<file path="config.mk">
export PLATFORM = sky130hd
export DESIGN_NAME = mem_secded_scrub_flat
export DESIGN_NICKNAME = d
export VERILOG_FILES = /design/src/rtl/mem_secded_scrub_if.sv /design/src/rtl/mem_secded_scrub.sv /design/src/flat_wrapper.sv
export SDC_FILE = /design/constraint.sdc
export NUM_CORES = 1
export LEC_CHECK = 0
export CORE_ASPECT_RATIO = 0.9
export CORE_MARGIN = 2
export CORE_UTILIZATION = 50
export DETAILED_ROUTE_END_ITERATION = 7
export PLACE_DENSITY = 0.78
export SETUP_SLACK_MARGIN = 0.02
export SLEW_MARGIN = 20
export SYNTH_ARGS = -nofsm -noshare
export SYNTH_HDL_FRONTEND = slang
export SYNTH_SLANG_ARGS = --single-unit
</file>
<file path="constraint.sdc">
create_clock -name clk -period 15.9 [get_ports clk]
set_clock_uncertainty 0.05 [all_clocks]
set_input_delay 3.18 -clock clk [delete_from_list [all_inputs] [get_ports clk]]
set_output_delay 3.18 -clock clk [all_outputs]
set_load 0.05 [all_outputs]
</file>
<file path="src/rtl/mem_secded_scrub_if.sv">
// Host-side bus of the SEC-DED scrubbed memory.
// The master modport is the host datapath; the slave modport is the memory.
// Optional macro ERR_INJECT_EN adds the inj_mask fault-injection signal.
interface mem_secded_scrub_if #(
    parameter int DATA_W = 12,
    parameter int ADDR_W = 4,
    parameter int CNT_W  = 8
);

`ifdef ERR_INJECT_EN
    // Number of Hamming check bits for DATA_W data bits
    function automatic int calc_check_w(input int dw);
        int r;
        r = 1;
        while ((2 ** r) < (dw + r + 1)) begin
            r = r + 1;
        end
        return r;
    endfunction

    localparam int CHECK_W = calc_check_w(DATA_W);

    logic [DATA_W+CHECK_W:0] inj_mask;
`endif

    logic              wr_en;
    logic              rd_en;
    logic [ADDR_W-1:0] addr;
    logic [DATA_W-1:0] data_in;
    logic              scrub_en;
    logic [DATA_W-1:0] rd_data;
    logic              rd_valid;
    logic              sec_err;
    logic              ded_err;
    logic [CNT_W-1:0]  sec_cnt;
    logic [CNT_W-1:0]  ded_cnt;
    logic [ADDR_W-1:0] err_addr;
    logic              scrub_wrap;

    modport master (
        output wr_en, rd_en, addr, data_in, scrub_en,
`ifdef ERR_INJECT_EN
        output inj_mask,
`endif
        input  rd_data, rd_valid, sec_err, ded_err,
        input  sec_cnt, ded_cnt, err_addr, scrub_wrap
    );

    modport slave (
        input  wr_en, rd_en, addr, data_in, scrub_en,
`ifdef ERR_INJECT_EN
        input  inj_mask,
`endif
        output rd_data, rd_valid, sec_err, ded_err,
        output sec_cnt, ded_cnt, err_addr, scrub_wrap
    );

endinterface

</file>
<file path="src/rtl/mem_secded_scrub.sv">
// SEC-DED protected register-file memory with background scrubber.
// Words are stored as extended Hamming codewords: bit p (1..N) is Hamming
// position p, bit 0 is overall even parity. Reads are corrected and
// registered; a scrubber uses idle cycles to repair single-bit errors.
// Optional macro ERR_INJECT_EN: host writes store codeword ^ bus.inj_mask.
module mem_secded_scrub #(
    parameter int DATA_W         = 12,
    parameter int ADDR_W         = 4,
    parameter int CNT_W          = 8,
    parameter int SCRUB_INTERVAL = 0
) (
    input  logic              clk,
    input  logic              rst,
    mem_secded_scrub_if.slave bus
);

    // Number of Hamming check bits for DATA_W data bits
    function automatic int calc_check_w(input int dw);
        int r;
        r = 1;
        while ((2 ** r) < (dw + r + 1)) begin
            r = r + 1;
        end
        return r;
    endfunction

    localparam int CHECK_W = calc_check_w(DATA_W);
    localparam int CW      = DATA_W + CHECK_W + 1;
    localparam int DEPTH   = 2 ** ADDR_W;
    localparam int TMR_W   = (SCRUB_INTERVAL > 0) ? $clog2(SCRUB_INTERVAL + 1) : 1;

    localparam logic [CNT_W-1:0]  CNT_MAX  = {CNT_W{1'b1}};
    localparam logic [ADDR_W-1:0] PTR_LAST = {ADDR_W{1'b1}};

    typedef struct packed {
        logic              sec;
        logic              ded;
        logic [DATA_W-1:0] data;
        logic [CW-1:0]     fixed;
    } dec_t;

    typedef enum logic [1:0] {
        S_IDLE = 2'd0,
        S_READ = 2'd1,
        S_FIX  = 2'd2,
        S_ADV  = 2'd3
    } scrub_state_t;

    // Place data at non-power-of-two positions, fill check bits, then overall parity
    function automatic logic [CW-1:0] secded_encode(input logic [DATA_W-1:0] data);
        logic [CW-1:0] cw;
        int            di;
        cw = '0;
        di = 0;
        for (int p = 1; p < CW; p++) begin
            if ((p & (p - 1)) != 0) begin
                cw[p] = data[di];
                di    = di + 1;
            end else begin
                cw[p] = 1'b0;
            end
        end
        for (int i = 0; i < CHECK_W; i++) begin
            logic par;
            par = 1'b0;
            for (int p = 1; p < CW; p++) begin
                if (((p >> i) & 1) != 0) begin
                    par = par ^ cw[p];
                end else begin
                    par = par;
                end
            end
            cw[1 << i] = par;
        end
        cw[0] = ^cw;
        return cw;
    endfunction

    // Syndrome + overall parity classify the word; single errors are flipped back
    function automatic dec_t secded_decode(input logic [CW-1:0] cw);
        dec_t               r;
        logic [CHECK_W-1:0] syn;
        logic               par_bad;
        int                 di;
        syn = '0;
        for (int p = 1; p < CW; p++) begin
            if (cw[p]) begin
                syn = syn ^ CHECK_W'(p);
            end else begin
                syn = syn;
            end
        end
        par_bad = ^cw;
        r.sec   = 1'b0;
        r.ded   = 1'b0;
        r.fixed = cw;
        if (!par_bad) begin
            r.ded = (syn != '0);
        end else if (int'(syn) < CW) begin
            // syndrome 0 points at the overall parity bit itself
            r.sec        = 1'b1;
            r.fixed[syn] = ~cw[syn];
        end else begin
            // syndrome beyond the codeword cannot be a single-bit error
            r.ded = 1'b1;
        end
        r.data = '0;
        di     = 0;
        for (int p = 1; p < CW; p++) begin
            if ((p & (p - 1)) != 0) begin
                r.data[di] = r.fixed[p];
                di         = di + 1;
            end else begin
                di = di;
            end
        end
        return r;
    endfunction

    logic [CW-1:0]     mem_q [DEPTH];
    scrub_state_t      state_q, state_d;
    logic [ADDR_W-1:0] scrub_ptr_q, scrub_ptr_d;
    logic [TMR_W-1:0]  timer_q, timer_d;
    logic [CW-1:0]     fix_cw_q, fix_cw_d;
    logic              scrub_wrap_q, scrub_wrap_d;
    logic [DATA_W-1:0] rd_data_q;
    logic              rd_valid_q, sec_err_q, ded_err_q;
    logic [CNT_W-1:0]  sec_cnt_q, ded_cnt_q;
    logic [ADDR_W-1:0] err_addr_q;

    logic              host_busy_s, host_rd_s;
    logic [ADDR_W-1:0] rd_addr_s;
    dec_t              dec_s;
    logic              scrub_det_s, scrub_we_s;
    logic              det_sec_s, det_ded_s;
    logic              mem_we_s;
    logic [ADDR_W-1:0] mem_waddr_s;
    logic [CW-1:0]     mem_wdata_s;
    logic [CW-1:0]     host_cw_s;

    // Shared decoder: a host read wins the read port, otherwise the scrub pointer
    always_comb begin
        host_busy_s = bus.wr_en | bus.rd_en;
        host_rd_s   = bus.rd_en & ~bus.wr_en;
        rd_addr_s   = host_rd_s ? bus.addr : scrub_ptr_q;
        dec_s       = secded_decode(mem_q[rd_addr_s]);
    end

    // Scrubber next-state logic; host traffic stalls READ and FIX
    always_comb begin
        state_d      = state_q;
        scrub_ptr_d  = scrub_ptr_q;
        timer_d      = timer_q;
        fix_cw_d     = fix_cw_q;
        scrub_wrap_d = 1'b0;
        scrub_det_s  = 1'b0;
        scrub_we_s   = 1'b0;
        case (state_q)
            S_IDLE: begin
                if (!bus.scrub_en) begin
                    state_d = S_IDLE;
                end else if (timer_q == '0) begin
                    state_d = S_READ;
                end else if (!host_busy_s) begin
                    timer_d = timer_q - TMR_W'(1);
                end else begin
                    timer_d = timer_q;
                end
            end
            S_READ: begin
                if (!bus.scrub_en) begin
                    state_d = S_IDLE;
                end else if (host_busy_s) begin
                    state_d = S_READ;
                end else begin
                    scrub_det_s = 1'b1;
                    if (dec_s.sec) begin
                        fix_cw_d = dec_s.fixed;
                        state_d  = S_FIX;
                    end else begin
                        state_d = S_ADV;
                    end
                end
            end
            S_FIX: begin
                if (bus.wr_en && (bus.addr == scrub_ptr_q)) begin
                    // host rewrote the word; the pending repair is stale
                    state_d = S_ADV;
                end else if (host_busy_s) begin
                    state_d = S_FIX;
                end else begin
                    scrub_we_s = 1'b1;
                    state_d    = S_ADV;
                end
            end
            S_ADV: begin
                scrub_ptr_d  = scrub_ptr_q + ADDR_W'(1);
                timer_d      = TMR_W'(SCRUB_INTERVAL);
                scrub_wrap_d = (scrub_ptr_q == PTR_LAST);
                state_d      = S_IDLE;
            end
            default: begin
                state_d = S_IDLE;
            end
        endcase
    end

    // Detection events and memory write-port selection
    always_comb begin
        det_sec_s = (host_rd_s | scrub_det_s) & dec_s.sec;
        det_ded_s = (host_rd_s | scrub_det_s) & dec_s.ded;
`ifdef ERR_INJECT_EN
        host_cw_s = secded_encode(bus.data_in) ^ bus.inj_mask;
`else
        host_cw_s = secded_encode(bus.data_in);
`endif
        if (bus.wr_en) begin
            mem_we_s    = 1'b1;
            mem_waddr_s = bus.addr;
            mem_wdata_s = host_cw_s;
        end else if (scrub_we_s) begin
            mem_we_s    = 1'b1;
            mem_waddr_s = scrub_ptr_q;
            mem_wdata_s = fix_cw_q;
        end else begin
            mem_we_s    = 1'b0;
            mem_waddr_s = '0;
            mem_wdata_s = '0;
        end
    end

    // Codeword storage, cleared by reset
    always_ff @(posedge clk or posedge rst) begin
        if (rst) begin
            for (int i = 0; i < DEPTH; i++) begin
                mem_q[i] <= '0;
            end
        end else if (mem_we_s) begin
            mem_q[mem_waddr_s] <= mem_wdata_s;
        end
    end

    // Scrubber registers; reset drops any pending write-back
    always_ff @(posedge clk or posedge rst) begin
        if (rst) begin
            state_q      <= S_IDLE;
            scrub_ptr_q  <= '0;
            timer_q      <= '0;
            fix_cw_q     <= '0;
            scrub_wrap_q <= 1'b0;
        end else begin
            state_q      <= state_d;
            scrub_ptr_q  <= scrub_ptr_d;
            timer_q      <= timer_d;
            fix_cw_q     <= fix_cw_d;
            scrub_wrap_q <= scrub_wrap_d;
        end
    end

    // Registered read port; flags only accompany an accepted host read
    always_ff @(posedge clk or posedge rst) begin
        if (rst) begin
            rd_data_q  <= '0;
            rd_valid_q <= 1'b0;
            sec_err_q  <= 1'b0;
            ded_err_q  <= 1'b0;
        end else begin
            rd_valid_q <= host_rd_s;
            sec_err_q  <= host_rd_s & dec_s.sec;
            ded_err_q  <= host_rd_s & dec_s.ded;
            if (host_rd_s) begin
                rd_data_q <= dec_s.data;
            end
        end
    end

    // Saturating error counters and last-error address
    always_ff @(posedge clk or posedge rst) begin
        if (rst) begin
            sec_cnt_q  <= '0;
            ded_cnt_q  <= '0;
            err_addr_q <= '0;
        end else begin
            if (det_sec_s && (sec_cnt_q != CNT_MAX)) begin
                sec_cnt_q <= sec_cnt_q + CNT_W'(1);
            end
            if (det_ded_s && (ded_cnt_q != CNT_MAX)) begin
                ded_cnt_q <= ded_cnt_q + CNT_W'(1);
            end
            if (det_sec_s || det_ded_s) begin
                err_addr_q <= rd_addr_s;
            end
        end
    end

    assign bus.rd_data    = rd_data_q;
    assign bus.rd_valid   = rd_valid_q;
    assign bus.sec_err    = sec_err_q;
    assign bus.ded_err    = ded_err_q;
    assign bus.sec_cnt    = sec_cnt_q;
    assign bus.ded_cnt    = ded_cnt_q;
    assign bus.err_addr   = err_addr_q;
    assign bus.scrub_wrap = scrub_wrap_q;

endmodule
</file>
<file path="src/flat_wrapper.sv">
// flat-port wrapper written by rule: the top's interface ports become plain ports
module mem_secded_scrub_flat 
#(
    parameter int DATA_W         = 12,
    parameter int ADDR_W         = 4,
    parameter int CNT_W          = 8,
    parameter int SCRUB_INTERVAL = 0
)
  (clk, rst, bus_wr_en, bus_rd_en, bus_addr, bus_data_in, bus_scrub_en, bus_rd_data, bus_rd_valid, bus_sec_err, bus_ded_err, bus_sec_cnt, bus_ded_cnt, bus_err_addr, bus_scrub_wrap);
  mem_secded_scrub_if #(.DATA_W(DATA_W), .ADDR_W(ADDR_W), .CNT_W(CNT_W)) bus_i ();
  input  logic clk;
  input  logic rst;
  input wire logic [$bits(bus_i.wr_en)-1:0] bus_wr_en;
  input wire logic [$bits(bus_i.rd_en)-1:0] bus_rd_en;
  input wire logic [$bits(bus_i.addr)-1:0] bus_addr;
  input wire logic [$bits(bus_i.data_in)-1:0] bus_data_in;
  input wire logic [$bits(bus_i.scrub_en)-1:0] bus_scrub_en;
  output wire logic [$bits(bus_i.rd_data)-1:0] bus_rd_data;
  output wire logic [$bits(bus_i.rd_valid)-1:0] bus_rd_valid;
  output wire logic [$bits(bus_i.sec_err)-1:0] bus_sec_err;
  output wire logic [$bits(bus_i.ded_err)-1:0] bus_ded_err;
  output wire logic [$bits(bus_i.sec_cnt)-1:0] bus_sec_cnt;
  output wire logic [$bits(bus_i.ded_cnt)-1:0] bus_ded_cnt;
  output wire logic [$bits(bus_i.err_addr)-1:0] bus_err_addr;
  output wire logic [$bits(bus_i.scrub_wrap)-1:0] bus_scrub_wrap;
  assign bus_i.wr_en = bus_wr_en;
  assign bus_i.rd_en = bus_rd_en;
  assign bus_i.addr = bus_addr;
  assign bus_i.data_in = bus_data_in;
  assign bus_i.scrub_en = bus_scrub_en;
  assign bus_rd_data = bus_i.rd_data;
  assign bus_rd_valid = bus_i.rd_valid;
  assign bus_sec_err = bus_i.sec_err;
  assign bus_ded_err = bus_i.ded_err;
  assign bus_sec_cnt = bus_i.sec_cnt;
  assign bus_ded_cnt = bus_i.ded_cnt;
  assign bus_err_addr = bus_i.err_addr;
  assign bus_scrub_wrap = bus_i.scrub_wrap;
  mem_secded_scrub #(.DATA_W(DATA_W), .ADDR_W(ADDR_W), .CNT_W(CNT_W), .SCRUB_INTERVAL(SCRUB_INTERVAL)) u_core (.clk(clk), .rst(rst), .bus(bus_i));
endmodule
</file>
; After elaboration in Yosys (flattened, before gate mapping)
; Cells that the tools add are included.
[totals]
ff_bits = 349
latch_bits = 0
mem_bits_rw = 0
rom_bits = 0
inputBits = 21
out_inout_bits = 36
wordCells = 172
mem_count = 0
[classes]
add_sub_neg = 4
n_mul = 0
n_div = 0
order_cmp = 6
n_eq_ne = 9
n_shift = 0
n_mux = 59
bitwise = 53
reduce_logical = 13
[op_table]
columns = op, count
row1 = bitwise mux 288 bit, 1
row2 = 2-to-1 mux 18 bit, 7
row3 = binary-select mux 18 bit (select 4 bit), 1
row4 = demux 18 bit (select 4 bit), 1
row5 = 2-to-1 mux 4 bit, 11
row6 = XOR reduction 18 bit, 2
row7 = bitwise XOR 1 bit, 25
row8 = 2-to-1 mux 1 bit, 21
row9 = bitwise mux 18 bit, 1
row10 = "adder 8 x 1 -> 8 bit, second input constant", 2
row11 = "inequality test 8 bit, second input constant", 2
row12 = inverter 2 bit, 7
row13 = 2-to-1 mux 2 bit, 6
row14 = 2-to-1 mux 3 bit, 4
row15 = inverter 3 bit, 4
row16 = ">= comparator 5 bit, second input constant", 2
row17 = 2-to-1 mux 5 bit, 2
row18 = inverter 4 -> 5 bit, 2
row19 = one-hot mux 2 bit (4 select lines), 1
row20 = "less-than comparator 5 x 6 -> 1 bit, second input constant", 1
row21 = bitwise AND 1 bit, 5
row22 = binary-select mux 1 bit (select 5 bit), 1
row23 = demux 1 bit (select 5 bit), 1
row24 = ">= comparator 5 x 1 -> 1 bit, second input constant", 1
row25 = other kinds (22), 33

; Depth between registers and ports, before layout
; Gate-level depths: netlist of the first run.
[depth]
depth_word = 43
mapped_depth = 22
mapped_depth_nobuf = 14

; Worst setup path after synthesis of the first run
; No wires, ideal clock.
[synth_path]
path_type = input to register
startpoint = input bus_addr[0]
endpoint = register u_core.ded_cnt_q[1] (netlist: u_core.bus.ded_cnt[1])
setup_ns = 0.125
t_arrival_ns = 7.024
required_time_ns = 15.725
path_slack_ns = 8.701
stages = 18
n_path_buf = 6
path_cell_list = buf_6 and3b_1 buf_6 a21o_1 buf_6 buf_6 mux2_4 a221oi_1 a2bb2oi_2 xnor2_1 xnor3_1 or3_1 and2_1 buf_6 or4_1 and3_1 buf_6 mux2_4
[synth_between]
elab_chain_cells = 35
word_cells_on_any_way = 41
cone_classes = 1 x order compare / 23 x mux / 14 x bitwise / 3 x reduce/logical
[synth_rtl]
columns = item, line_no
row1 = start: declaration, flat_wrapper.sv:15  ; input wire logic [$bits(bus_i.addr)-1:0] bus_addr;
row2 = 2-to-1 mux 4 bit *, mem_secded_scrub.sv:145  ; rd_addr_s = host_rd_s ? bus.addr : scrub_ptr_q;
row3 = inverter 4 -> 5 bit (implied by the code) *, mem_secded_scrub.sv:146  ; dec_s = secded_decode(mem_q[rd_addr_s]);
row4 = binary-select mux 18 bit (select 4 bit) *, mem_secded_scrub.sv:146
row5 = 2-to-1 mux 18 bit (implied by the code) * (2 in series), mem_secded_scrub.sv:146
row6 = 2-to-1 mux 1 bit, mem_secded_scrub.sv:87  ; if (cw[p]) begin
row7 = 2-to-1 mux 2 bit, mem_secded_scrub.sv:87
row8 = inverter 2 bit (no line), -
row9 = 2-to-1 mux 2 bit, mem_secded_scrub.sv:87
row10 = (+18 left out), -
row11 = 2-to-1 mux 5 bit, mem_secded_scrub.sv:87
row12 = inverter 2 bit (no line), -
row13 = 2-to-1 mux 5 bit, mem_secded_scrub.sv:87
row14 = less-than comparator 5 bit, mem_secded_scrub.sv:99  ; end else if (int'(syn) < CW) begin
row15 = 2-to-1 mux 1 bit, mem_secded_scrub.sv:99
row16 = 2-to-1 mux 1 bit *, mem_secded_scrub.sv:97  ; if (!par_bad) begin
row17 = bitwise AND 1 bit *, mem_secded_scrub.sv:211  ; det_ded_s = (host_rd_s | scrub_det_s) & dec_s.ded;
row18 = logical AND 1 bit *, mem_secded_scrub.sv:287  ; if (det_ded_s && (ded_cnt_q != CNT_MAX)) begin
row19 = end signal: assignment, mem_secded_scrub.sv:288  ; ded_cnt_q <= ded_cnt_q + CNT_W'(1);
row20 = end: declaration, mem_secded_scrub.sv:128  ; logic [CNT_W-1:0] sec_cnt_q, ded_cnt_q;
; Every way passes the cells marked *; elsewhere a longest branch is shown, timed or not. The select of a mux whose other input is x is not followed.
; A chain may end at the register's enable or synchronous reset.

; Worst setup path in the final report of the first run
[layout_path]
startpoint = input bus_rd_en
endpoint = register u_core.fix_cw_q[6]
[layout_between]
elab_chain_cells = 38
word_cells_on_any_way = 53
cone_classes = 3 x order compare / 30 x mux / 17 x bitwise / 3 x reduce/logical
[layout_rtl]
columns = item, line_no
row1 = start: declaration, flat_wrapper.sv:14  ; input wire logic [$bits(bus_i.rd_en)-1:0] bus_rd_en;
row2 = bitwise AND 1 bit, mem_secded_scrub.sv:144  ; host_rd_s = bus.rd_en & ~bus.wr_en;
row3 = 2-to-1 mux 4 bit, mem_secded_scrub.sv:145
row4 = inverter 4 -> 5 bit (implied by the code), mem_secded_scrub.sv:146
row5 = binary-select mux 18 bit (select 4 bit), mem_secded_scrub.sv:146
row6 = 2-to-1 mux 18 bit (implied by the code) (2 in series), mem_secded_scrub.sv:146
row7 = 2-to-1 mux 1 bit, mem_secded_scrub.sv:87
row8 = 2-to-1 mux 2 bit, mem_secded_scrub.sv:87
row9 = inverter 2 bit (no line), -
row10 = (+21 left out), -
row11 = 2-to-1 mux 5 bit, mem_secded_scrub.sv:87
row12 = less-than comparator 5 x 6 -> 1 bit (implied by the code) or >= comparator 5 x 1 -> 1 bit (tied branches), mem_secded_scrub.sv:102  ; r.fixed[syn] = ~cw[syn];
row13 = logical AND 1 bit (implied by the code), mem_secded_scrub.sv:102
row14 = 2-to-1 mux 1 bit (implied by the code), mem_secded_scrub.sv:102
row15 = demux 1 bit (select 5 bit), -
row16 = bitwise mux 18 bit, mem_secded_scrub.sv:102
row17 = 2-to-1 mux 18 bit, mem_secded_scrub.sv:99
row18 = 2-to-1 mux 18 bit, mem_secded_scrub.sv:97
row19 = end signal: assignment, mem_secded_scrub.sv:255  ; fix_cw_q <= fix_cw_d;
row20 = end: declaration, mem_secded_scrub.sv:124  ; logic [CW-1:0] fix_cw_q, fix_cw_d;
; Several ways; a longest one is shown, not always the timed one. The select of a mux whose other input is x is not followed.

==> impl_metrics.json, run 1 <==
{
  "grt_remaining_overflow": 0,
  "final_layout_size_suffix_gt1_share_pct": 10.25,
  "diodes": 0,
  "drt_first_pass_iters": 5,
  "largest_buffer_count_on_any_clock_path": 3,
  "initial_antenna_violation_count": 0,
  "root_buffer": "sky130_fd_sc_hd__clkbuf_16",
  "fp.dieW_um": 201.1,
  "fmax_mhz": 104.4,
  "ctsResizeCount": 0,
  "rsz_0062_raised_after_global_routing": "false",
  "vias": 14340,
  "hold_buffers": 0,
  "syn-mean-instance-area_um2": 9.582,
  "numClockSinks": 349,
  "endpoint_kind": "flop",
  "start_util_pct": 51.14,
  "route.detailed.drc": 0,
  "multi_input_gate_area_um2": 7980,
  "setup_violations": 0,
  "worst_skew_pair.late_latency_ns": 0.54,
  "final_core_utilization_pct": 57.56,
  "post_drt_via_cell_ratio": 6.169,
  "critical_path_arrival_ns": 9.90,
  "hp_class": "reg -> reg",
  "fin_ws_ns": 6.324,
  "maximum_number_of_pins_on_one_net_before_global_route_repair": 111,
  "cts_inserted_buffers": 38,
  "drt-total-wl_um": 50070,
  "sequential_cell_area_in_the_final_layout_um2": 8735,
  "top_level_ports": 57,
  "cts_tree": "yes",
  "vdd_drop_max_mv": 0.3134,
  "powerDensity_nw_per_um2": 257.0,
  "timing.critical_path.required_ns": 16.23,
  "place.detailed.hpwl_um": 32100,
  "final_area_um2": 19680,
  "initialDrtViolationCount": 1588,
  "mappedNetlistArea_um2": 17490,
  "synth.cells.most_frequent": "sky130_fd_sc_hd__dfrtp_1, sky130_fd_sc_hd__nor2_1, sky130_fd_sc_hd__a21oi_1",
  "final.min_clock_period_ns": 9.576,
  "power_w": 0.005059,
  "setup.worst_path.start_class": "input port",
  "grtUsageTotal_pct": 27.37,
  "clk_pin_slew_worst_paths_ns": 0.06,
  "yosysTopAreaCell": "sky130_fd_sc_hd__dfrtp_1",
  "synth-async-reset-ratio_pct": 100.0,
  "fp.coreArea_um2": 34190,
  "timing.final.max_slew_violations": 0,
  "seq_area_frac_synth_pct": 49.94,
  "synth.yosys.warnings": 0,
  "leading_register_cell_type_out_of_synthesis": "sky130_fd_sc_hd__dfrtp_1",
  "max-cap-violations": 0,
  "finalCritPeriodShare_pct": 60.22,
  "post_drt_wl_per_cell_um": 21.53,
  "most_frequently_used_cell_type_in_the_post_synthesis_netlist": "sky130_fd_sc_hd__dfrtp_1",
  "port-buffer-count": 56,
  "synth.top_cells.by_area": "sky130_fd_sc_hd__dfrtp_1, sky130_fd_sc_hd__a21oi_1, sky130_fd_sc_hd__mux2i_1",
  "cts_post_setup_buffers_inserted": 0,
  "outcome": "complete, no violations",
  "max-slew-margin-rel_pct": 20.47,
  "gp_congestion": 0.9510,
  "hold_violations": 0,
  "worst-slew-pin-transition_ns": 1.160,
  "critPathKind": "in -> reg",
  "drtAntennaViolNets": 0,
  "synthesis.nets": 1849,
  "floorplan.die_area_um2": 36490,
  "synth-edff-count": 0,
  "post-place-ws_ns": 6.047,
  "first_global_vias": 13760,
  "power.static_leakage_nw": 8.451,
  "core.rowCount": 64,
  "h-tree-depth": 2,
  "synthDominantCellAreaShare_pct": 49.94,
  "yosysUniqueCellTypes": 80,
  "setup-tns-final_ns": 0,
  "worst_path_maximum_fanout": 66,
  "postSynthRegisterBits": 349,
  "fillers": 2891,
  "synthCells": 1825,
  "nets": 1857,
  "place_area_um2": 18370,
  "layout-area-overhead-vs-synth_pct": 12.55,
  "die_h_um": 181.4,
  "grt_pass1_wl_um": 78360
}
==> per-stage QoR <==
step,std cells,hold WS [ns]
after floorplan,1825,0.3928
after CTS,2325,0.4303
after global routing,2325,0.4515
final,2325,0.4264
after detailed placement,2255,0.4167
after global placement,2255,0.4070
==> layout by cell type, fill, tap and decap left out, types with 8 or more instances in the layout <==
cell / Yosys / layout
sky130_fd_sc_hd__clkbuf_8: 0 / 8
sky130_fd_sc_hd__nand4_1: 12 / 12
sky130_fd_sc_hd__mux2_2: 18 / 18
sky130_fd_sc_hd__buf_4: 4 / 50
sky130_fd_sc_hd__nor2_2: 1 / 13
sky130_fd_sc_hd__o21ai_1: 10 / 10
sky130_fd_sc_hd__a211oi_1: 45 / 45
sky130_fd_sc_hd__nor2_1: 267 / 255
sky130_fd_sc_hd__nand2_1: 181 / 181
sky130_fd_sc_hd__mux2i_1: 117 / 117
sky130_fd_sc_hd__clkdlybuf4s50_1: 0 / 55
sky130_fd_sc_hd__nor4_1: 12 / 12
sky130_fd_sc_hd__mux4_2: 13 / 13
sky130_fd_sc_hd__dfrtp_1: 349 / 348
sky130_fd_sc_hd__xnor2_1: 51 / 51
sky130_fd_sc_hd__inv_1: 32 / 31
sky130_fd_sc_hd__a22oi_1: 18 / 18
sky130_fd_sc_hd__xor2_1: 17 / 17
sky130_fd_sc_hd__and2_1: 16 / 16
sky130_fd_sc_hd__o32ai_1: 11 / 11
sky130_fd_sc_hd__a31oi_1: 9 / 9
sky130_fd_sc_hd__a21oi_1: 240 / 239
sky130_fd_sc_hd__and3_1: 10 / 10
sky130_fd_sc_hd__o22ai_1: 33 / 33
sky130_fd_sc_hd__o21ai_0: 93 / 93
sky130_fd_sc_hd__clkbuf_16: 0 / 38
sky130_fd_sc_hd__nand3_1: 17 / 17
==> logic make-up after synthesis <==
| kind of cell | synth area share [%] |
|---|---|
| simple gates | 14.55 |
| fa+ha+maj | 0.2147 |
| flops | 49.94 |
| buf+inv | 4.622 |
| xor+xnor | 3.721 |
| compound gates | 17.03 |
| mux | 9.917 |
==> power breakdown <==
part	internal [W]	switching, W
Combinational	0.000998	0.00180
Sequential	0.00116	0.000181
Clock	0.000547	0.000373
Total	0.00270	0.00235
==> worst max-delay path, cell delays in order <==
cell and delay [ns]:
sky130_fd_sc_hd__clkdlybuf4s50_1 0.81, sky130_fd_sc_hd__nand2b_4 0.56, sky130_fd_sc_hd__inv_2 0.78, sky130_fd_sc_hd__mux2i_1 1.02, sky130_fd_sc_hd__a31oi_1 0.24, sky130_fd_sc_hd__mux4_2 0.60, sky130_fd_sc_hd__xnor2_1 0.74, sky130_fd_sc_hd__inv_1 0.26
sky130_fd_sc_hd__a221oi_2 0.33, sky130_fd_sc_hd__o22ai_1 0.14, sky130_fd_sc_hd__buf_4 0.20, sky130_fd_sc_hd__nor2_2 0.44, sky130_fd_sc_hd__and2_1 0.41, sky130_fd_sc_hd__a221oi_1 0.14
==> layout make-up <==
type / count / share of cell area [%]
Clock inverter: 17 / 1.100
Tap cell: 462 / 2.937
Multi-Input combinational cell: 1303 / 40.55
Clock buffer: 53 / 5.524
Timing Repair Buffer: 108 / 4.844
Inverter: 33 / 0.6675
Sequential cell: 349 / 44.38
==> path summary, 6_finish.rpt <==
check / startpoint / endpoint / slack, ns / cells past startpoint
setup / recovery: bus_rd_en / u_core.fix_cw_q[6] / 6.32 / 14
hold / removal: u_core.mem_q[117] / u_core.mem_q[117] / 0.43 / 2
setup reg to reg: u_core.scrub_ptr_q[0] / u_core.fix_cw_q[6] / 9.73 / 15
hold reg to reg: u_core.mem_q[117] / u_core.mem_q[117] / 0.43 / 2
max in group asynchronous: rst / u_core.scrub_ptr_q[0] / 11.22 / 3
min in group asynchronous: rst / u_core.mem_q[227] / 3.13 / 2
==> registers in the layout, summed over array words and instances, names as in the netlist, named ones only <==
signal                 count
u_core.bus.rd_valid        1
u_core.bus.rd_data        12
u_core.bus.sec_err         1
u_core.bus.ded_cnt         8
u_core.bus.ded_err         1
u_core.bus.err_addr        4
u_core.scrub_ptr_q         4
u_core.timer_q             1
u_core.bus.scrub_wrap      1
u_core.state_q             1
u_core.fix_cw_q           18
u_core.mem_q             288
u_core.bus.sec_cnt         8
==> metal layers <==
| layer | global-route usage [%] | up-vias | part of all wire, % |
|---|---|---|---|
| li1 | - | 6408 | - |
| met1 | 38.91 | 7066 | 42 |
| met2 | 40.78 | 722 | 43 |
| met3 | 5.366 | 147 | 9.7 |
| met4 | 12.39 | 0 | 4.9 |
| met5 | 0 | - | 0 |
(Power assumes the default switching activity.)
==> run 2, diff against run 1 <==
--- a/config.mk
+++ b/config.mk
@@ -9,7 +9,7 @@
 export CORE_MARGIN = 2
 export CORE_UTILIZATION = 50
 export DETAILED_ROUTE_END_ITERATION = 7
-export PLACE_DENSITY = 0.78
+export PLACE_DENSITY = 0.81
 export SETUP_SLACK_MARGIN = 0.02
 export SLEW_MARGIN = 20
 export SYNTH_ARGS = -nofsm -noshare
==> constraint.sdc (replaced) <==
create_clock -name clk -period 8.8 [get_ports clk]
set_clock_uncertainty 0.05 [all_clocks]
set_input_delay 1.76 -clock clk [delete_from_list [all_inputs] [get_ports clk]]
set_output_delay 1.76 -clock clk [all_outputs]
set_load 0.05 [all_outputs]
==> impl_metrics.json, run 2 (synthesized netlist as in run 1, its figures left out) <==
{
  "grt_pass1_wl_um": 80630,
  "numClockSinks": 349,
  "max-slew-margin-rel_pct": 27.94,
  "route.detailed.drc": 0,
  "outcome": "complete, no violations",
  "floorplan.die_area_um2": 36490,
  "start_util_pct": 51.14,
  "hp_class": "reg -> reg",
  "setup_violations": 0,
  "power.static_leakage_nw": 8.470,
  "finalCritPeriodShare_pct": 84.97,
  "diodes": 0,
  "drt_first_pass_iters": 6,
  "setup-tns-final_ns": 0,
  "post_drt_via_cell_ratio": 6.255,
  "cts_post_setup_buffers_inserted": 0,
  "vdd_drop_max_mv": 0.4573,
  "timing.critical_path.required_ns": 9.21,
  "grt_remaining_overflow": 0,
  "drtAntennaViolNets": 0,
  "top_level_ports": 57,
  "endpoint_kind": "flop",
  "setup.worst_path.start_class": "input port",
  "final_area_um2": 19700,
  "layout.cells.most_common_list": "sky130_fd_sc_hd__dfrtp_1, sky130_fd_sc_hd__nor2_1, sky130_fd_sc_hd__a21oi_1, sky130_fd_sc_hd__nand2_1, sky130_fd_sc_hd__mux2i_1",
  "worst_skew_pair.late_latency_ns": 0.52,
  "initial_antenna_violation_count": 0,
  "clk_pin_slew_worst_paths_ns": 0.06,
  "rsz_0062_raised_after_global_routing": "false",
  "maximum_number_of_pins_on_one_net_before_global_route_repair": 195,
  "critical_path_arrival_ns": 7.89,
  "h-tree-depth": 2,
  "powerDensity_nw_per_um2": 456.2,
  "first_global_vias": 14130,
  "initialDrtViolationCount": 1793,
  "final.min_clock_period_ns": 7.477,
  "fp.coreArea_um2": 34190,
  "layout-area-overhead-vs-synth_pct": 12.65,
  "final_core_utilization_pct": 57.61,
  "critPathKind": "in -> reg",
  "fmax_mhz": 133.7,
  "nets": 1867,
  "drt-total-wl_um": 51340,
  "cts_inserted_buffers": 37,
  "grtUsageTotal_pct": 28.15,
  "worst-slew-pin-transition_ns": 1.080,
  "die_h_um": 181.4,
  "hold_buffers": 0,
  "max-cap-violations": 0,
  "fp.dieW_um": 201.1,
  "worst_path_maximum_fanout": 28,
  "port-buffer-count": 56,
  "core.rowCount": 64,
  "place_area_um2": 18470,
  "timing.final.max_slew_violations": 0,
  "layout.cells.most_common": "sky130_fd_sc_hd__dfrtp_1",
  "root_buffer": "sky130_fd_sc_hd__clkbuf_16",
  "vias": 14570,
  "place.detailed.hpwl_um": 33310,
  "cts_tree": "yes",
  "ctsResizeCount": 0,
  "post_drt_wl_per_cell_um": 22.03,
  "registers.top_by_ff_count": "u_core.mem_q",
  "final_layout_size_suffix_gt1_share_pct": 10.49,
  "largest_buffer_count_on_any_clock_path": 3,
  "hold_violations": 0,
  "gp_congestion": 0.9494,
  "largest_register_ffs": 288
}
==> run 2: path summary, 6_finish.rpt <==
path | cells after the start | slack [ns] | end | from
setup / recovery | 17 | 1.32 | u_core.fix_cw_q[16] | bus_rd_en
min in group asynchronous | 2 | 1.54 | u_core.mem_q[193] | rst
max in group asynchronous | 4 | 5.86 | u_core.mem_q[184] | rst
setup reg to reg | 14 | 2.73 | u_core.fix_cw_q[16] | u_core.scrub_ptr_q[0]
hold / removal | 2 | 0.43 | u_core.mem_q[170] | u_core.mem_q[170]
hold reg to reg | 2 | 0.43 | u_core.mem_q[170] | u_core.mem_q[170]
==> run 2: critical path, stage by stage <==
cell,delay [ns]
sky130_fd_sc_hd__clkdlybuf4s50_1,0.77
sky130_fd_sc_hd__nand2b_4,0.34
sky130_fd_sc_hd__inv_2,0.43
sky130_fd_sc_hd__mux2i_1,0.14
sky130_fd_sc_hd__buf_4,0.18
sky130_fd_sc_hd__nand2_1,0.36
sky130_fd_sc_hd__o22ai_1,0.20
sky130_fd_sc_hd__nor4_2,0.75
sky130_fd_sc_hd__xor2_1,0.17
sky130_fd_sc_hd__xnor2_1,0.71
sky130_fd_sc_hd__xor2_1,0.20
sky130_fd_sc_hd__buf_4,0.16
sky130_fd_sc_hd__nor2_1,0.05
sky130_fd_sc_hd__o22ai_1,0.70
sky130_fd_sc_hd__or2_1,0.61
sky130_fd_sc_hd__a211o_1,0.21
sky130_fd_sc_hd__o21a_1,0.12
==> run 2: cell type report <==
type | instances | area, um^2
Clock buffer | 51 | 1028
Clock inverter | 13 | 176.4
Fill cell | 2816 | 14490
Inverter | 33 | 127.6
Multi-Input combinational cell | 1303 | 7993
Sequential cell | 349 | 8735
Tap cell | 462 | 578.1
Timing Repair Buffer | 119 | 1061
==> run 2: power by group <==
group          internal (W)  switching [W]  total (W)
clock network      0.000937       0.000637    0.00157
registers           0.00209       0.000346    0.00244
logic               0.00180        0.00318    0.00497
total               0.00483        0.00416    0.00899
==> run 2: stage by stage <==
stage	setup WS [ns]	power (W)	instances	hold slack, ns
2_1_floorplan	2.318	0.006153	1825	0.3928
3_3_place_gp	1.085	0.007190	2265	0.4062
3_5_place_dp	0.9800	0.007275	2265	0.4193
4_1_cts	1.514	0.008870	2329	0.4326
5_1_grt	0.8553	0.009306	2330	0.4569
6_report	1.323	0.008987	2330	0.4255
==> run 2: layer usage <==
| metal | GRT usage (%) | wire length [um] | up-vias |
|---|---|---|---|
| met2 | 43.74 | 23150 | 821 |
| met4 | 12.03 | 2253 | 0 |
| met3 | 6.820 | 5347 | 161 |
| met5 | 0 | 0 | - |
| li1 | - | - | 6424 |
| met1 | 37.88 | 20590 | 7168 |
==> run 3, diff against run 2 <==
==> constraint.sdc (replaced) <==
create_clock -name clk -period 6.4 [get_ports clk]
set_clock_uncertainty 0.05 [all_clocks]
set_input_delay 1.28 -clock clk [delete_from_list [all_inputs] [get_ports clk]]
set_output_delay 1.28 -clock clk [all_outputs]
set_load 0.05 [all_outputs]
==> impl_metrics.json, run 3 (synthesized netlist as in run 1, its figures left out) <==
{
  "post_drt_via_cell_ratio": 6.145,
  "finalCritPeriodShare_pct": 93.84,
  "p_int_w": 0.007379,
  "ctsResizeCount": 0,
  "critical_path_arrival_ns": 6.36,
  "worst-slew-pin-transition_ns": 0.9691,
  "post-place-ws_ns": 0.03944,
  "nets": 1920,
  "hold_violations": 0,
  "worst_path_dominant_cell_family": "simple AND/OR/NAND/NOR gates",
  "first_global_vias": 14320,
  "core.rowCount": 64,
  "met2WireLength_um": 22910,
  "seq_power_share_pct": 25.6,
  "dr.max_layer_used": "met4",
  "vias": 14650,
  "wirelength_met1_um": 20500,
  "root_buffer": "sky130_fd_sc_hd__clkbuf_16",
  "part_of_the_power_in_combinational_logic_pct": 57.9,
  "fp.coreArea_um2": 34190,
  "floorplan.die_area_um2": 36490,
  "fin_ws_ns": 0.3945,
  "drt_first_pass_iters": 6,
  "cts_post_setup_buffers_inserted": 0,
  "vdd_drop_max_mv": 0.6332,
  "worst_path_maximum_fanout": 13,
  "max-cap-violations": 0,
  "route.detailed.drc": 0,
  "final_area_um2": 20160,
  "final_layout_size_suffix_gt1_share_pct": 12.90,
  "power.switching_fraction_pct": 44.51,
  "drtAntennaViolNets": 0,
  "endpoint_kind": "flop",
  "power.static_leakage_nw": 8.741,
  "fp.dieW_um": 201.1,
  "critPathKind": "in -> reg",
  "worstPathCellList": "clkdlybuf4s50_1 -> nand2b_4 -> a31oi_1 -> buf_4 -> buf_4 -> o32ai_1 -> nor4_1 -> nor3_2 -> xnor2_1 -> xor2_1 -> nand2_1 -> a221oi_2 -> o22ai_1 -> buf_4 -> nor2_1 -> mux2_2",
  "grt_pass1_wl_um": 80300,
  "maximum_number_of_pins_on_one_net_before_global_route_repair": 165,
  "hp_class": "reg -> reg",
  "path_common_cell": "sky130_fd_sc_hd__buf_4",
  "largest_buffer_count_on_any_clock_path": 3,
  "gp_congestion": 0.9465,
  "setup.worst_path.start_class": "input port",
  "setup_violations": 0,
  "numClockSinks": 349,
  "layout.cells.most_common": "sky130_fd_sc_hd__dfrtp_1",
  "critPathMaxStageDelay_ns": 0.72,
  "largest_register_ffs": 288,
  "initial_antenna_violation_count": 1,
  "fmax_mhz": 166.5,
  "h-tree-depth": 2,
  "drt-total-wl_um": 50610,
  "clk_pin_slew_worst_paths_ns": 0.06,
  "powerDensity_nw_per_um2": 659.7,
  "port-buffer-count": 56,
  "place.detailed.hpwl_um": 33410,
  "max-slew-margin-rel_pct": 35.39,
  "top_level_ports": 57,
  "rsz_0062_raised_after_global_routing": "false",
  "met3RoutedLength_um": 4819,
  "setup-tns-final_ns": 0,
  "final.min_clock_period_ns": 6.006,
  "diodes": 0,
  "timing.critical_path.required_ns": 6.76,
  "registers.top_by_ff_count": "u_core.mem_q",
  "path_buf_inv": 4,
  "die_h_um": 181.4,
  "grtUsageTotal_pct": 27.91,
  "crit_slowest_cell": "sky130_fd_sc_hd__clkdlybuf4s50_1",
  "initialDrtViolationCount": 1620,
  "grt_remaining_overflow": 0,
  "post_drt_wl_per_cell_um": 21.23,
  "cts_tree": "yes",
  "place_area_um2": 18920,
  "hold_buffers": 0,
  "layout.cells.most_common_list": "sky130_fd_sc_hd__dfrtp_1, sky130_fd_sc_hd__nor2_1, sky130_fd_sc_hd__a21oi_1, sky130_fd_sc_hd__nand2_1, sky130_fd_sc_hd__mux2i_1",
  "p_switching_w": 0.005920,
  "outcome": "complete, no violations",
  "cts_inserted_buffers": 37,
  "timing.final.max_slew_violations": 0,
  "layout-area-overhead-vs-synth_pct": 15.28,
  "share_clk_of_total_power_pct": 16.5,
  "worst_skew_pair.late_latency_ns": 0.53,
  "start_util_pct": 51.14
}
[run 3: changes by cell type in the layout (fill, tap and decap cells not counted), sizes merged]
| cell | change |
|---|---|
| clkinvlp | +2 |
| inv | -1 |
| clkinv | -3 |
| clkbuf | +3 |
| buf | +53 |
[run 3: stage by stage]
step | utilization [%] | instances | hold WS [ns] | power, W
6_report | 58.96 | 2384 | 0.4304 | 0.01330
5_1_grt | 58.96 | 2384 | 0.4484 | 0.01409
4_1_cts | 58.96 | 2384 | 0.4304 | 0.01316
3_5_place_dp | 55.34 | 2319 | 0.4167 | 0.01090
3_3_place_gp | 55.34 | 2319 | 0.4062 | 0.01067
2_1_floorplan | - | 1825 | 0.3928 | 0.008460
[run 3: area by class of cell]
type                    instances  area [um^2]
multi-input cells            1303         7980
flip-flops and latches        349         8735
fillers                      2772        14030
repair buffers                172         1501
well taps                     462        578.1
clock inverters                11        167.7
inverters                      33        127.6
clock buffers                  54         1070
[run 3: per-layer routing]
layer | vias to the layer above | global-route usage [%]
met5 | - | 0
met4 | 0 | 13.75
met3 | 146 | 5.546
met2 | 740 | 43.52
met1 | 7226 | 37.54
li1 | 6538 | -
[run 3: power groups by stage]
stage               sequential, W  combinational (W)  clock [W]
floorplan                 0.00351            0.00495          0
global route              0.00347            0.00831    0.00231
global placement          0.00336            0.00730          0
detailed placement        0.00341            0.00750          0
CTS                       0.00338            0.00756    0.00222
finish                    0.00340            0.00771    0.00219
[run 3: worst paths after layout]
kind / start / to / slack, ns / cells past startpoint
min in group asynchronous: rst / u_core.mem_q[237] / 1.20 / 2
setup / recovery: bus_rd_en / u_core.bus.sec_cnt[1] / 0.39 / 16
setup reg to reg: u_core.scrub_ptr_q[0] / u_core.bus.sec_cnt[1] / 1.16 / 14
hold reg to reg: u_core.mem_q[113] / u_core.mem_q[113] / 0.43 / 2
max in group asynchronous: rst / u_core.mem_q[47] / 3.73 / 3
hold / removal: u_core.mem_q[113] / u_core.mem_q[113] / 0.43 / 2
[run 3: worst reg2reg max path, stage by stage, from the launching register on]
cell                       delay (ns)
sky130_fd_sc_hd__dfrtp_2         1.00
sky130_fd_sc_hd__buf_4           0.44
sky130_fd_sc_hd__mux2i_1         0.12
sky130_fd_sc_hd__mux2i_1         0.17
sky130_fd_sc_hd__o32ai_1         0.14
sky130_fd_sc_hd__nor4_1          0.65
sky130_fd_sc_hd__nor3_2          0.25
sky130_fd_sc_hd__xnor2_1         0.35
sky130_fd_sc_hd__xor2_1          0.35
sky130_fd_sc_hd__nand2_1         0.16
sky130_fd_sc_hd__a221oi_2        0.37
sky130_fd_sc_hd__o22ai_1         0.14
sky130_fd_sc_hd__buf_4           0.20
sky130_fd_sc_hd__nor2_1          0.37
sky130_fd_sc_hd__mux2_2          0.39
